### config.mk
export PLATFORM = sky130hd
export DESIGN_NAME = i2s_tdm_tx
export DESIGN_NICKNAME = d
export VERILOG_FILES = /design/src/rtl/i2s_pkg.sv /design/src/rtl/i2s_clkgen.sv /design/src/rtl/i2s_tdm_tx.sv
export SDC_FILE = /design/constraint.sdc
export NUM_CORES = 1
export LEC_CHECK = 0
export CAP_MARGIN = 30
export CORE_ASPECT_RATIO = 1.2
export CORE_MARGIN = 3
export CORE_UTILIZATION = 45
export DETAILED_ROUTE_END_ITERATION = 12
export PLACE_DENSITY = 0.7
export SLEW_MARGIN = 20
export SYNTH_ARGS = -nofsm -noshare
export SYNTH_HDL_FRONTEND = slang
export SYNTH_HIERARCHICAL = 1
export SYNTH_SLANG_ARGS = --single-unit
export TNS_END_PERCENT = 30
### constraint.sdc
create_clock -name clk -period 4.1 [get_ports clk]
set_input_delay 0.41 -clock clk [delete_from_list [all_inputs] [get_ports clk]]
set_output_delay 0.41 -clock clk [all_outputs]
set_load 0.02 [all_outputs]
### src/rtl/i2s_pkg.sv
// i2s_pkg: shared mode constants and sizing helpers for the I2S/TDM transmitter
// Contents: I2S_MODE_I2S / I2S_MODE_LJ framing codes, frame_bits(), clog2().
package i2s_pkg;
  localparam logic I2S_MODE_I2S = 1'b0;
  localparam logic I2S_MODE_LJ  = 1'b1;
  function automatic int frame_bits(input int channels, input int slot_w);
    return channels * slot_w;
  endfunction
  function automatic int clog2(input int v);
    int r;
    r = 0;
    for (int i = 0; i < 31; i++) if ((1 << i) < v) r = i + 1;
    return r;
  endfunction
endpackage

### src/rtl/i2s_clkgen.sv
// i2s_clkgen: mclk/sclk toggling, sclk falling-edge event and frame bit counter
// Ports: clk, rst (sync, active-high); i_mclk_en / i_sclk_en toggle strobes;
//   o_mclk, o_sclk clock outputs; o_fe marks an sclk high->low toggle;
//   o_frame_start is o_fe on the counter wrap; o_cnt_nxt is the count after this fe.
module i2s_clkgen #(
  parameter int FB = 64,
  parameter int CW = 6
) (
  input  logic          clk,
  input  logic          rst,
  input  logic          i_mclk_en,
  input  logic          i_sclk_en,
  output logic          o_mclk,
  output logic          o_sclk,
  output logic          o_fe,
  output logic          o_frame_start,
  output logic [CW-1:0] o_cnt_nxt
);
  localparam logic [CW-1:0] LAST = CW'(FB - 1);
  logic          r_mclk;
  logic          r_sclk;
  logic [CW-1:0] r_cnt;
  assign o_fe          = i_sclk_en && r_sclk;
  assign o_frame_start = o_fe && r_cnt == LAST;
  assign o_cnt_nxt     = r_cnt == LAST ? '0 : r_cnt + 1'b1;
  assign o_mclk        = r_mclk;
  assign o_sclk        = r_sclk;
  always_ff @(posedge clk) begin
    if (rst) begin
      r_mclk <= 1'b0;
      r_sclk <= 1'b0;
      r_cnt  <= LAST;
    end else begin
      if (i_mclk_en) r_mclk <= ~r_mclk;
      if (i_sclk_en) r_sclk <= ~r_sclk;
      if (o_fe) r_cnt <= o_cnt_nxt;
    end
  end
endmodule

### src/rtl/i2s_tdm_tx.sv
// i2s_tdm_tx: I2S/TDM transmit master serialising multi-channel frames onto sdata
// Ports: clk, rst (sync, active-high); mclk_en / sclk_en toggle strobes; mode
//   (0 I2S one-bit delay, 1 left-justified, latched per frame); s_data/s_valid/s_ready
//   frame input, channel 0 in MSBs; mclk, sclk, lrclk, sdata codec pins; underrun pulse.
// Build option: I2S_TX_UNDERRUN_CNT_EN adds the saturating 16-bit underrun_cnt output.
module i2s_tdm_tx
  import i2s_pkg::*;
#(
  parameter int SAMPLE_W = 24,
  parameter int SLOT_W   = 32,
  parameter int CHANNELS = 2
) (
  input  logic                         clk,
  input  logic                         rst,
  input  logic                         mclk_en,
  input  logic                         sclk_en,
  input  logic                         mode,
  input  logic [CHANNELS*SAMPLE_W-1:0] s_data,
  input  logic                         s_valid,
  output logic                         s_ready,
  output logic                         mclk,
  output logic                         sclk,
  output logic                         lrclk,
  output logic                         sdata,
  output logic                         underrun
`ifdef I2S_TX_UNDERRUN_CNT_EN
  ,
  output logic [15:0]                  underrun_cnt
`endif
);
  localparam int FB = frame_bits(CHANNELS, SLOT_W);
  localparam int CW = clog2(FB);
  localparam logic [CW-1:0] HALF = CW'(FB / 2);
  logic                         w_fe;
  logic                         w_fs;
  logic [CW-1:0]                w_cnt_nxt;
  logic                         w_acc;
  logic                         w_mode;
  logic [FB-1:0]                w_load;
  logic [FB-1:0]                w_sh_nxt;
  logic [CHANNELS*SAMPLE_W-1:0] r_hold;
  logic                         r_hold_full;
  logic [FB-1:0]                r_sh;
  logic                         r_mode;
  logic                         r_lrclk;
  logic                         r_sdata;
  logic                         r_underrun;
  i2s_clkgen #(.FB(FB), .CW(CW)) u_clkgen (
    .clk          (clk),
    .rst          (rst),
    .i_mclk_en    (mclk_en),
    .i_sclk_en    (sclk_en),
    .o_mclk       (mclk),
    .o_sclk       (sclk),
    .o_fe         (w_fe),
    .o_frame_start(w_fs),
    .o_cnt_nxt    (w_cnt_nxt)
  );
  assign s_ready  = !r_hold_full;
  assign lrclk    = r_lrclk;
  assign sdata    = r_sdata;
  assign underrun = r_underrun;
  assign w_acc    = s_valid && !r_hold_full;
  assign w_mode   = w_fs ? mode : r_mode;
  // Spread each channel's sample into the top of its slot; slot tails stay zero.
  always_comb begin
    w_load = '0;
    for (int c = 0; c < CHANNELS; c++)
      w_load[FB-1-c*SLOT_W -: SAMPLE_W] = r_hold[(CHANNELS-c)*SAMPLE_W-1 -: SAMPLE_W];
  end
  assign w_sh_nxt = w_fs ? (r_hold_full ? w_load : '0) : {r_sh[FB-2:0], 1'b0};
  always_ff @(posedge clk) if (w_acc) r_hold <= s_data;
  always_ff @(posedge clk) begin
    if (rst) begin
      r_hold_full <= 1'b0;
      r_sh        <= '0;
      r_mode      <= I2S_MODE_I2S;
      r_lrclk     <= 1'b0;
      r_sdata     <= 1'b0;
      r_underrun  <= 1'b0;
    end else begin
      r_underrun <= w_fs && !r_hold_full;
      if (w_acc) r_hold_full <= 1'b1;
      else if (w_fs) r_hold_full <= 1'b0;
      if (w_fe) begin
        r_sh    <= w_sh_nxt;
        r_mode  <= w_mode;
        r_lrclk <= w_cnt_nxt >= HALF;
        // I2S mode re-emits the shifter MSB from before this shift: the one-bit delay.
        r_sdata <= w_mode == I2S_MODE_LJ ? w_sh_nxt[FB-1] : r_sh[FB-1];
      end
    end
  end
`ifdef I2S_TX_UNDERRUN_CNT_EN
  logic [15:0] r_ucnt;
  always_ff @(posedge clk) begin
    if (rst) r_ucnt <= '0;
    else if (w_fs && !r_hold_full && r_ucnt != 16'hFFFF) r_ucnt <= r_ucnt + 1'b1;
  end
  assign underrun_cnt = r_ucnt;
`endif
endmodule
==> impl_metrics.ini <==
[final_layout]
diodes = 0
fin_nets = 525
top_register = r_sh
largest_reg_flops = 56
drive_gt1_frac = 0.164
final_area_sq_mm = 0.00588
fin_cells = 609
fin_util = 0.581
area_growth_pct = 24.6
top_regs = r_sh: 56 flops, r_hold: 48 flops, u_clkgen/r_cnt: 6 flops

[global_routing]
grt_max_degree = 68
grt_usage = 0.157
grt_pass1_vias = 3124
antenna_found_initial = 0
grt_pass1_wl_mm = 14.6
grt-ovfl-total = 0

[yosys]
syn_area_sq_mm = 0.00472
ys_warn_count = 6
avgSynthCellArea_sq_um = 11.3
netlist_instances = 419
synthesis.nets = 474

[die]
die_w_um = 99.5
core_area_sq_mm = 0.0101
row_count = 40
ios = 60
die_area_sq_mm = 0.0118
die_h_um = 118
start_util = 0.467

[critical_path]
start_kind = input pin
crit_fanout = 58
worst-path-buf-inv = 2
critPathKind = in2reg
cp_slowest_cell = clkdlybuf4s50_1
path_delay_family = buffers and inverters
critPathArrivalTime_ns = 2.65
max_stage_delay_ns = 0.57
cp_cell_sequence = clkdlybuf4s50_1 -> nand2_1 -> nor3_2 -> buf_4 -> mux2i_1 -> a41oi_1 -> o41ai_2
end_kind = register
required_ns = 4.35

[timing]
fin_skew_ns = 0.00424
worst_slew_pin_slew_ns = 0.945
finalHoldViolations = 0
fin_crit_ns = 2.40
clock.fmax_ghz = 0.418
setup_tns_ns = 0
maxSlewHeadroom = 0.370
layout_setup_ws_ns = 1.70
fin_crit_sh = 0.584
drv_slew = 0
setup_violations = 0
rsz0062_at_grt = no

[hold_path]
hold_path.class = reg2reg

[cts]
htree_num_levels = 4
cts_buffers = 17
path_clk_slew_ns = 0.05
cts_hold_buf = 0
clk_latency_ns = 0.41
postCtsSetupBuffers = 0
ctsResizeCount = 0
cts.sinks = 117
cts_tree = done
clockBufferDepth = 2
cts-root-buf = clkbuf_16

[drt]
vias = 3194
wl_mm = 8.77
drc = 0
wl_per_cell_um = 14.4
vias_per_cell = 5.24
ant_nets = 0
drt_pass1_iterations = 4
drtIter0Drc = 134

[power_and_ir_drop]
p_leak_nw = 2.03
powerDensity_mw_per_mm2 = 505
peakVddDrop_v = 0.000272

[placed_design]
hpwlAfterDp_mm = 5.31
port_buffers = 59
pre_cts_ws_ns = 1.37
dpl_cell_area_sq_mm = 0.00533
globalplace.congestion = 0.715
dp_cells = 577

[status]
outcome = completed

[flow_run]
maxCapViolCount = 0
-- metal layers --
metal / track usage / routed length [um] / vias up
met5: 0 / 0 / -
li1: - / - / 1595
met4: 0.0786 / 195 / 0
met1: 0.187 / 3750 / 1517
met2: 0.257 / 4470 / 68
met3: 0.0460 / 353 / 14
-- power breakdown --
| part | total (W) | internal (W) | leakage (nW) | switching, W |
|---|---|---|---|---|
| sequential | 0.00134 | 0.00130 | 1.02 | 0.0000397 |
| combinational | 0.000281 | 0.000130 | 0.742 | 0.000151 |
| clock | 0.00135 | 0.000876 | 0.266 | 0.000477 |
| total | 0.00297 | 0.00230 | 2.03 | 0.000668 |
-- final timing paths --
path                     start        to  slack, ns  cells after the start
max reg2reg  u_clkgen/r_cnt[0]     sdata       1.70                      7
max                    sclk_en     sdata       1.70                      7
min                   r_sh[39]  r_sh[39]       0.46                      2
min reg2reg           r_sh[39]  r_sh[39]       0.46                      2
-- layout by cell type (no fill, tap or decap), types with 3 or more instances in the layout --
cell / count
clkinv_1: 5
nor2_1: 53
nand2_1: 16
inv_1: 4
clkdlybuf4s50_1: 58
nand3_1: 8
a211oi_2: 20
dfxtp_1: 69
nor2b_1: 47
a21oi_2: 20
edfxtp_1: 48
or3_1: 3
clkinv_2: 6
nand3b_1: 8
buf_4: 5
a21oi_1: 40
clkbuf_16: 17
a211oi_1: 28
-- worst min-delay path: stages (launching register included) --
cell and delay, ns:
dfxtp_1 0.30, nand2_1 0.06, a21oi_1 0.05
-- cell type report --
type | count | area, sq um
flip-flops and latches | 117 | 2820
multi-input cells | 264 | 1700
fillers | 865 | 4230
clock buffers | 19 | 433
clock inverters | 13 | 115
inverters | 6 | 23.8
well taps | 126 | 158
repair buffers | 64 | 623
-- per-stage QoR --
step | hold WS (ns) | total power [W]
floorplan | 0.436 | 0.00154
global placement | 0.446 | 0.00163
detailed placement | 0.455 | 0.00164
CTS | 0.463 | 0.00300
global route | 0.481 | 0.00309
finish | 0.457 | 0.00297
No activity file was read; power rests on OpenSTA's default activity.
